--- config.mk ---
export PLATFORM = sky130hd
export DESIGN_NAME = dec_queue
export DESIGN_NICKNAME = d
export VERILOG_FILES = /design/src/rtl/dec_queue_pkg.sv /design/src/rtl/dec_queue_ptr.sv /design/src/rtl/dec_queue.sv
export SDC_FILE = /design/constraint.sdc
export NUM_CORES = 1
export LEC_CHECK = 0
export ABC_CLOCK_PERIOD_IN_PS = 22700
export CAP_MARGIN = 20
export CORE_MARGIN = 5
export CORE_UTILIZATION = 49
export DETAILED_ROUTE_END_ITERATION = 7
export GPL_TIMING_DRIVEN = 0
export PLACE_DENSITY_LB_ADDON = 0.12
export SLEW_MARGIN = 15
export SYNTH_ARGS = -nofsm -noshare
export SYNTH_HDL_FRONTEND = slang
export SYNTH_HIERARCHICAL = 1
export SYNTH_SLANG_ARGS = --single-unit
export TNS_END_PERCENT = 100
--- constraint.sdc ---
create_clock -name clk -period 22.7 [get_ports clk]
set_clock_uncertainty 0.15 [all_clocks]
set_input_delay 4.54 -clock clk [delete_from_list [all_inputs] [get_ports clk]]
set_output_delay 4.54 -clock clk [all_outputs]
set_load 0.03 [all_outputs]
--- src/rtl/dec_queue_pkg.sv ---
// Shared types for the decoded-instruction queue: operand, immediate,
// unit and command types, the packed per-slot entry, and default sizing.
// No ports; imported by dec_queue and dec_queue_ptr.
package dec_queue_pkg;

    localparam int AddrWidth     = 32;
    localparam int DecQueueDepth = 8;

    typedef logic [4:0]  RegFile_t;
    typedef logic [31:0] ImmData_t;
    typedef logic [3:0]  OpCommand_t;

    typedef enum logic [1:0] {
        UNIT_ALU = 2'd0,
        UNIT_MEM = 2'd1,
        UNIT_BR  = 2'd2,
        UNIT_MUL = 2'd3
    } ExeUnit_t;

    // One queue slot: everything the issue stage needs about a decoded op.
    typedef struct packed {
        logic [AddrWidth-1:0] pc;
        RegFile_t             rs1;
        RegFile_t             rs2;
        RegFile_t             rd;
        logic                 invalid;
        ImmData_t             imm;
        ExeUnit_t             unit;
        OpCommand_t           command;
    } DecQueueEntry_t;

endpackage

--- src/rtl/dec_queue_ptr.sv ---
// Head/tail/occupancy bookkeeping for dec_queue; 0-cycle decode of full/empty/is_full from registered count.
// Latency: pointer/count update visible 1 cycle after the accepting edge.
// Backpressure: push while full is dropped and sets sticky overflow; pop while empty is ignored.
// Ports: clk, reset, flush; push_i/pop_i requests; head_o/tail_o/count_o state;
//        wr_en_o (push actually stored), full_o, empty_o, is_full_o, overflow_o.
module dec_queue_ptr
    import dec_queue_pkg::*;
#(
    parameter int DEPTH = DecQueueDepth,
    parameter int SLACK = 2,
    localparam int AW   = $clog2(DEPTH),
    localparam int CW   = AW + 1
) (
    input  logic          clk,
    input  logic          reset,
    input  logic          flush,
    input  logic          push_i,
    input  logic          pop_i,
    output logic [AW-1:0] head_o,
    output logic [AW-1:0] tail_o,
    output logic [CW-1:0] count_o,
    output logic          wr_en_o,
    output logic          full_o,
    output logic          empty_o,
    output logic          is_full_o,
    output logic          overflow_o
);

    logic [AW-1:0] head_q, head_d;
    logic [AW-1:0] tail_q, tail_d;
    logic [CW-1:0] count_q, count_d;
    logic          overflow_q, overflow_d;
    logic          push_ok, pop_ok;

    assign full_o    = (count_q == CW'(DEPTH));
    assign empty_o   = (count_q == '0);
    assign is_full_o = (count_q >= CW'(DEPTH - SLACK));

    // Fullness is judged on the registered count, so a same-cycle pop never
    // makes room for a push.
    assign push_ok = push_i && !full_o;
    assign pop_ok  = pop_i && !empty_o;
    assign wr_en_o = push_ok && !flush && !reset;

    always_comb begin
        head_d     = head_q;
        tail_d     = tail_q;
        count_d    = count_q;
        overflow_d = overflow_q;
        if (flush) begin
            head_d     = '0;
            tail_d     = '0;
            count_d    = '0;
            overflow_d = 1'b0;
        end else begin
            // Pointer width is log2(DEPTH), so increments wrap on their own.
            if (push_ok) tail_d = tail_q + AW'(1);
            if (pop_ok)  head_d = head_q + AW'(1);
            count_d = count_q + CW'(push_ok) - CW'(pop_ok);
            if (push_i && full_o) overflow_d = 1'b1;
        end
    end

    always_ff @(posedge clk) begin
        if (reset) begin
            head_q     <= '0;
            tail_q     <= '0;
            count_q    <= '0;
            overflow_q <= 1'b0;
        end else begin
            head_q     <= head_d;
            tail_q     <= tail_d;
            count_q    <= count_d;
            overflow_q <= overflow_d;
        end
    end

    assign head_o     = head_q;
    assign tail_o     = tail_q;
    assign count_o    = count_q;
    assign overflow_o = overflow_q;

endmodule

--- src/rtl/dec_queue.sv ---
// Decoded-instruction FWFT queue between decoder and issue stage.
// Latency: push visible at head 1 cycle later (0 cycles when built with DEC_QUEUE_BYPASS_EN and empty).
// Backpressure: is_full raised SLACK entries early; pushes beyond DEPTH are dropped and flagged in overflow.
// Ports: clk/reset/flush; dec_e_ (active-low push) + dec_* op fields; is_full;
//        iq_e_ (active-low head valid) + iq_* head fields; issue_ready; count; overflow.
// Optional: define DEC_QUEUE_BYPASS_EN for a combinational dec_* -> iq_* path when empty.
module dec_queue
    import dec_queue_pkg::*;
#(
    parameter int ADDR  = AddrWidth,
    parameter int DEPTH = DecQueueDepth,
    parameter int SLACK = 2,
    localparam int AW   = $clog2(DEPTH),
    localparam int CW   = AW + 1
) (
    input  logic            clk,
    input  logic            reset,
    input  logic            flush,
    input  logic            dec_e_,
    input  logic [ADDR-1:0] dec_pc,
    input  RegFile_t        dec_rs1,
    input  RegFile_t        dec_rs2,
    input  RegFile_t        dec_rd,
    input  logic            dec_invalid,
    input  ImmData_t        dec_imm,
    input  ExeUnit_t        dec_unit,
    input  OpCommand_t      dec_command,
    output logic            is_full,
    output logic            iq_e_,
    output logic [ADDR-1:0] iq_pc,
    output RegFile_t        iq_rs1,
    output RegFile_t        iq_rs2,
    output RegFile_t        iq_rd,
    output logic            iq_invalid,
    output ImmData_t        iq_imm,
    output ExeUnit_t        iq_unit,
    output OpCommand_t      iq_command,
    input  logic            issue_ready,
    output logic [CW-1:0]   count,
    output logic            overflow
);

    DecQueueEntry_t mem_q [DEPTH];
    DecQueueEntry_t dec_entry;
    DecQueueEntry_t out_entry;
    DecQueueEntry_t head_entry;

    logic [AW-1:0] head, tail;
    logic          wr_en, full, empty;
    logic          push_req, pop_req;
    logic          dec_vld;

    assign dec_vld = !dec_e_;

    always_comb begin
        dec_entry         = '0;
        dec_entry.pc      = dec_pc;
        dec_entry.rs1     = dec_rs1;
        dec_entry.rs2     = dec_rs2;
        dec_entry.rd      = dec_rd;
        dec_entry.invalid = dec_invalid;
        dec_entry.imm     = dec_imm;
        dec_entry.unit    = dec_unit;
        dec_entry.command = dec_command;
    end

    // Head fields read as zero while nothing is queued.
    assign head_entry = empty ? '0 : mem_q[head];
    assign pop_req    = issue_ready && !empty;

`ifdef DEC_QUEUE_BYPASS_EN
    logic byp_vld;

    // An op arriving at an empty queue is presented immediately; if the issue
    // stage takes it this cycle it never touches storage.
    assign byp_vld   = empty && dec_vld && !flush && !reset;
    assign push_req  = dec_vld && !(byp_vld && issue_ready);
    assign out_entry = byp_vld ? dec_entry : head_entry;
    assign iq_e_     = !(byp_vld || !empty);
`else
    assign push_req  = dec_vld;
    assign out_entry = head_entry;
    assign iq_e_     = empty;
`endif

    dec_queue_ptr #(
        .DEPTH (DEPTH),
        .SLACK (SLACK)
    ) u_ptr (
        .clk        (clk),
        .reset      (reset),
        .flush      (flush),
        .push_i     (push_req),
        .pop_i      (pop_req),
        .head_o     (head),
        .tail_o     (tail),
        .count_o    (count),
        .wr_en_o    (wr_en),
        .full_o     (full),
        .empty_o    (empty),
        .is_full_o  (is_full),
        .overflow_o (overflow)
    );

    // Storage needs no reset: occupancy alone decides what is visible.
    always_ff @(posedge clk) begin
        if (wr_en) mem_q[tail] <= dec_entry;
    end

    assign iq_pc      = out_entry.pc;
    assign iq_rs1     = out_entry.rs1;
    assign iq_rs2     = out_entry.rs2;
    assign iq_rd      = out_entry.rd;
    assign iq_invalid = out_entry.invalid;
    assign iq_imm     = out_entry.imm;
    assign iq_unit    = out_entry.unit;
    assign iq_command = out_entry.command;

endmodule

Yosys cells after proc, flatten, opt, wreduce, memory -nomap -nowiden --
Memories as Yosys holds them, arrays and structs flattened. A register that Yosys moved wholly into a read port is not among the register bits. Cells that the tools add are included.
Operators by class: equal/unequal tests 1, magnitude comparators 1, muxes and demuxes 5, reduce and logical (&&, ||, !) cells 13, add/sub/neg operators 4
Operators with widths (count):
- 86-bit two-way mux | 1
- 3-bit by 1-bit adder with 3-bit output, second input constant | 2
- 1-bit logical AND | 6
- 3-bit two-way mux | 2
- 1-bit logical NOT | 5
- 4-bit by 1-bit adder with 4-bit output | 1
- 4-bit == test, second input constant | 1
- 4-bit by 3-bit >= comparator with 1-bit output, second input constant | 1
- 4-bit logical NOT | 1
- 4-bit by 1-bit subtractor with 4-bit output | 1
- 1-bit two-way mux | 2
- 2-bit OR reduction | 1
Storage, ports and cells: output and inout bits 93, flip-flop bits (word level) 11, bits in writable memories 688, memories 1, input bits 91
Memories:
- mem_q | depth 8, bits a word 86, read ports 1, clocked after memory_dff 1, write ports 1, RTL line dec_queue.sv:43 | DecQueueEntry_t mem_q [DEPTH];

Longest topological paths before layout --
word-level depth 7, depth in mapped cells 15, gate-level depth less buffers 13

By module --
Netlist, hierarchy kept.
Modules (own cells, without submodules):
- dec_queue | area each 26187.6 um^2, times used 1, cells an instance 1105
- dec_queue_ptr | area each 613.1 um^2, times used 1, cells an instance 71

Worst setup path before layout --
No wires, ideal clock.
path type input port to flip-flop, start input flush, end memory mem_q[0][0] (netlist bit) (enable), cell stages on the path 5, buffers on the path 1, data required time 21.914 ns, path slack 10.969 ns, arrival 10.945 ns, path through or2_1 -> buf_6 -> nor2_1 -> nand2b_1 -> nor3_1
On the way: word-level cells in the longest chain between the ends 5
Ends and longest elaborated chain:
- start, declared | RTL line dec_queue.sv:18 | input logic flush,
- 1-bit logical NOT | RTL line dec_queue_ptr.sv:43 | assign wr_en_o = push_ok && !flush && !reset;
- 1-bit logical AND (2 in series) | RTL line dec_queue_ptr.sv:43
- net wr_en | RTL line dec_queue.sv:49 | logic wr_en, full, empty;
- 1-bit two-way mux | RTL line dec_queue.sv:107 | if (wr_en) mem_q[tail] <= dec_entry;
- 1-bit two-way mux (not written as such) | RTL line dec_queue.sv:107
- end, declared | RTL line dec_queue.sv:43
The timed path passes the listed nets, and every way through them passes these cells.

Worst setup path in the final report --
start register u_ptr.count_q[2], in the netlist u_ptr/count_o[2], end output iq_pc[4]
On the way: word-level cells in the longest chain between the ends 2
Ends and longest elaborated chain:
- start, declared | RTL line dec_queue_ptr.sv:31 | logic [CW-1:0] count_q, count_d;
- start signal, assigned | RTL line dec_queue_ptr.sv:73 | count_q <= count_d;
- 4-bit logical NOT | RTL line dec_queue_ptr.sv:36 | assign empty_o = (count_q == '0);
- 86-bit two-way mux | RTL line dec_queue.sv:68 | assign head_entry = empty ? '0 : mem_q[head];
- end, declared | RTL line dec_queue.sv:30 | output logic [ADDR-1:0] iq_pc,
Every way passes these cells.

==> results.py <==
metrics = {
    "synth": {
        "yosys_most_used_dff": "edfxtp_1",
        "synthCells": 1176,
        "ys_types": 31,
        "synthTopCellsByCount": "edfxtp_1, mux4_2, nor2_1, mux2i_1, buf_2",
        "synth_most_common_cell": "edfxtp_1",
        "synth_area_um2": 26800,
        "ys_seq_area_share_pct": 77.9,
        "synth_nets": 1277,
        "synth-edff-count": 688,
        "yosysTopAreaCellShare_pct": 77.1,
        "avgSynthCellArea_um2": 22.8,
        "yosys_warnings": 6,
        "yosys.area.top_type": "edfxtp_1",
        "async_flop_share_pct": 0,
        "synth.area.top_cells": "edfxtp_1, mux4_2, mux2i_1",
        "synth-seq-cells": 699,
    },
    "timing": {
        "min_period_over_period_pct": 41.1,
        "finalSetupTns_ps": 0,
        "grt_setup_unrepaired": "no",
        "hold_ws_ps": 339,
        "setup_ws_ps": 13370,
        "period_minus_slack_ps": 9330,
        "slew_headroom_pct": 38.7,
        "finalSetupViolations": 0,
        "max_slew.worst_pin.slew_ps": 920,
        "final-hold-violation-count": 0,
        "maxSlewViolCount": 0,
        "fmax_mhz": 107,
    },
    "final_layout": {
        "drive_above_1_share_pct": 23.9,
        "num-nets-final": 1589,
        "final_cells": 2240,
        "area_delta_synth_final_pct": 22.2,
        "diodes": 0,
    },
    "outcome": {
        "status": "finished clean",
    },
    "job": {
        "max_cap_violations": 0,
    },
    "placement": {
        "dp_hpwl_um": 36500,
        "place_worst_setup_slack_ps": 13930,
        "gp_congestion": 0.739,
        "place.port_buffers": 183,
        "placedCellCount": 2109,
    },
    "pwr": {
        "powerDensity_nw_per_um2": 82.7,
        "cellLeakagePower_nw": 10.1,
        "finalPower_mw": 2.71,
        "irDropWorstVdd_mv": 0.0756,
    },
    "clock_network": {
        "clock-sinks": 699,
        "cts-htree-levels": 3,
        "cts_resized": 0,
        "cts_tree": "yes",
        "clk_pin_slew_worst_paths_ps": 60,
        "root_buffer": "clkbuf_16",
        "cts_setup_buffers": 0,
        "clockBufferDepth": 3,
        "hold_buffers": 0,
        "cts_buffers": 73,
        "clock_latency_ps": 600,
    },
    "setup_path": {
        "cp_max_fo": 10,
        "arrival_ps": 4640,
        "end_kind": "output port",
        "critical_path_class": "register to output port",
        "start_kind": "register",
        "critPathRequiredTime_ps": 18010,
    },
    "floorplanning": {
        "fp-row-count": 85,
        "die_h_um": 244,
        "die_w_um": 244,
        "start_util_pct": 49.6,
        "die-area_um2": 59500,
        "core-area_um2": 54000,
        "io_pins": 184,
    },
    "grt": {
        "grt_pass1_wl_um": 85900,
        "antenna_found_initial": 8,
        "grt_pass1_vias": 13300,
        "track_usage_pct": 19.4,
        "grt_max_degree": 22,
        "gr-total-overflow": 0,
    },
    "detailed_routing": {
        "remaining_drc_errors": 0,
        "vias": 12600,
        "wl_met1_um": 25300,
        "dr.pass1.iters": 6,
        "routed_wirelength_um": 57000,
        "wl_per_cell_um": 25.4,
        "top_layer": "met5",
        "wl_met2_um": 27500,
        "vias_per_cell": 5.62,
        "route.met3.wl_um": 3050,
        "initialDrtViolationCount": 932,
        "ant_nets": 0,
    },
    "worst_hold_path": {
        "hold_class": "register to register",
    },
}
## registers in the layout, indices dropped and copies added (netlist names)
register,flops
u_ptr/count_o,4
mem_q,688
u_ptr/head_o,3
u_ptr/overflow_o,1
u_ptr/tail_o,3
## layout make-up
| class | instances | area [um^2] |
|---|---|---|
| fill | 3842 | 21300 |
| sequential | 699 | 20900 |
| multi-input combinational | 408 | 5530 |
| timing repair buffer | 237 | 2700 |
| clock buffer | 91 | 2020 |
| tap | 696 | 871 |
| buffer | 59 | 413 |
| clock inverter | 40 | 308 |
| inverter | 10 | 37.5 |
## worst max-delay path: stages (launching register included)
cell,delay [ps]
dfxtp_1,320
inv_1,110
ha_1,150
nor3b_1,610
clkbuf_1,740
clkbuf_1,700
clkbuf_1,570
nor2_1,200
clkdlybuf4s50_1,640
## per-stage QoR
step	util (%)	instance area, um^2
3_5_place_dp	56.3	30400
4_1_cts	60.6	32800
6_report	60.6	32800
5_1_grt	60.6	32800
2_1_floorplan	-	26800
3_3_place_gp	54.6	29500
## power breakdown
part / internal (mW) / total (mW) / switching (mW) / leakage, nW
clock: 0.686 / 1.15 / 0.466 / 1.14
combinational: 0.0528 / 0.131 / 0.0785 / 2.67
sequential: 1.43 / 1.43 / 0.00203 / 6.29
## cells by family after synthesis
| kind of cell | after synthesis | share of synthesized area, % |
|---|---|---|
| xor+xnor | 1 | 0.0327 |
| simple gates | 125 | 1.91 |
| fa+ha+maj | 10 | 0.495 |
| flops | 699 | 77.9 |
| buf+inv | 69 | 1.68 |
| compound gates | 12 | 0.233 |
| mux | 260 | 17.7 |
## placed cells by master (no fill, tap or decap), types with 2 or more instances in the layout
master and instances:
a21oi_1 6, clkinvlp_4 2, clkinv_1 21, nor2_4 6, dfxtp_1 11, nor3_2 2
bufinv_16 5, clkbuf_1 35, buf_2 24, clkinv_2 11, buf_6 10, clkdlybuf4s50_1 183
mux4_2 172, buf_12 23, nor2_1 92, nand2b_1 3, mux2i_1 88, buf_16 13
buf_4 19, edfxtp_1 688, clkbuf_16 79, ha_1 9, nand2_1 11, inv_1 9
o21ai_0 4, or3_1 3
## final timing paths
check,end,slack (ps),startpoint,depth (start not counted)
worst min register to register,u_ptr/overflow_o,340,u_ptr/overflow_o,2
worst max-delay path,iq_pc[4],13370,u_ptr/count_o[2],8
worst max register to register,u_ptr/count_o[2],18230,u_ptr/count_o[2],15
worst min-delay path,u_ptr/overflow_o,340,u_ptr/overflow_o,2
## routing by layer
metal	vias up	GRT usage [%]
met3	88	3.91
met1	6666	28.3
met2	285	30.4
met4	16	5.18
li1	5530	-
met5	-	0
No activity file was read; power rests on OpenSTA's default activity.
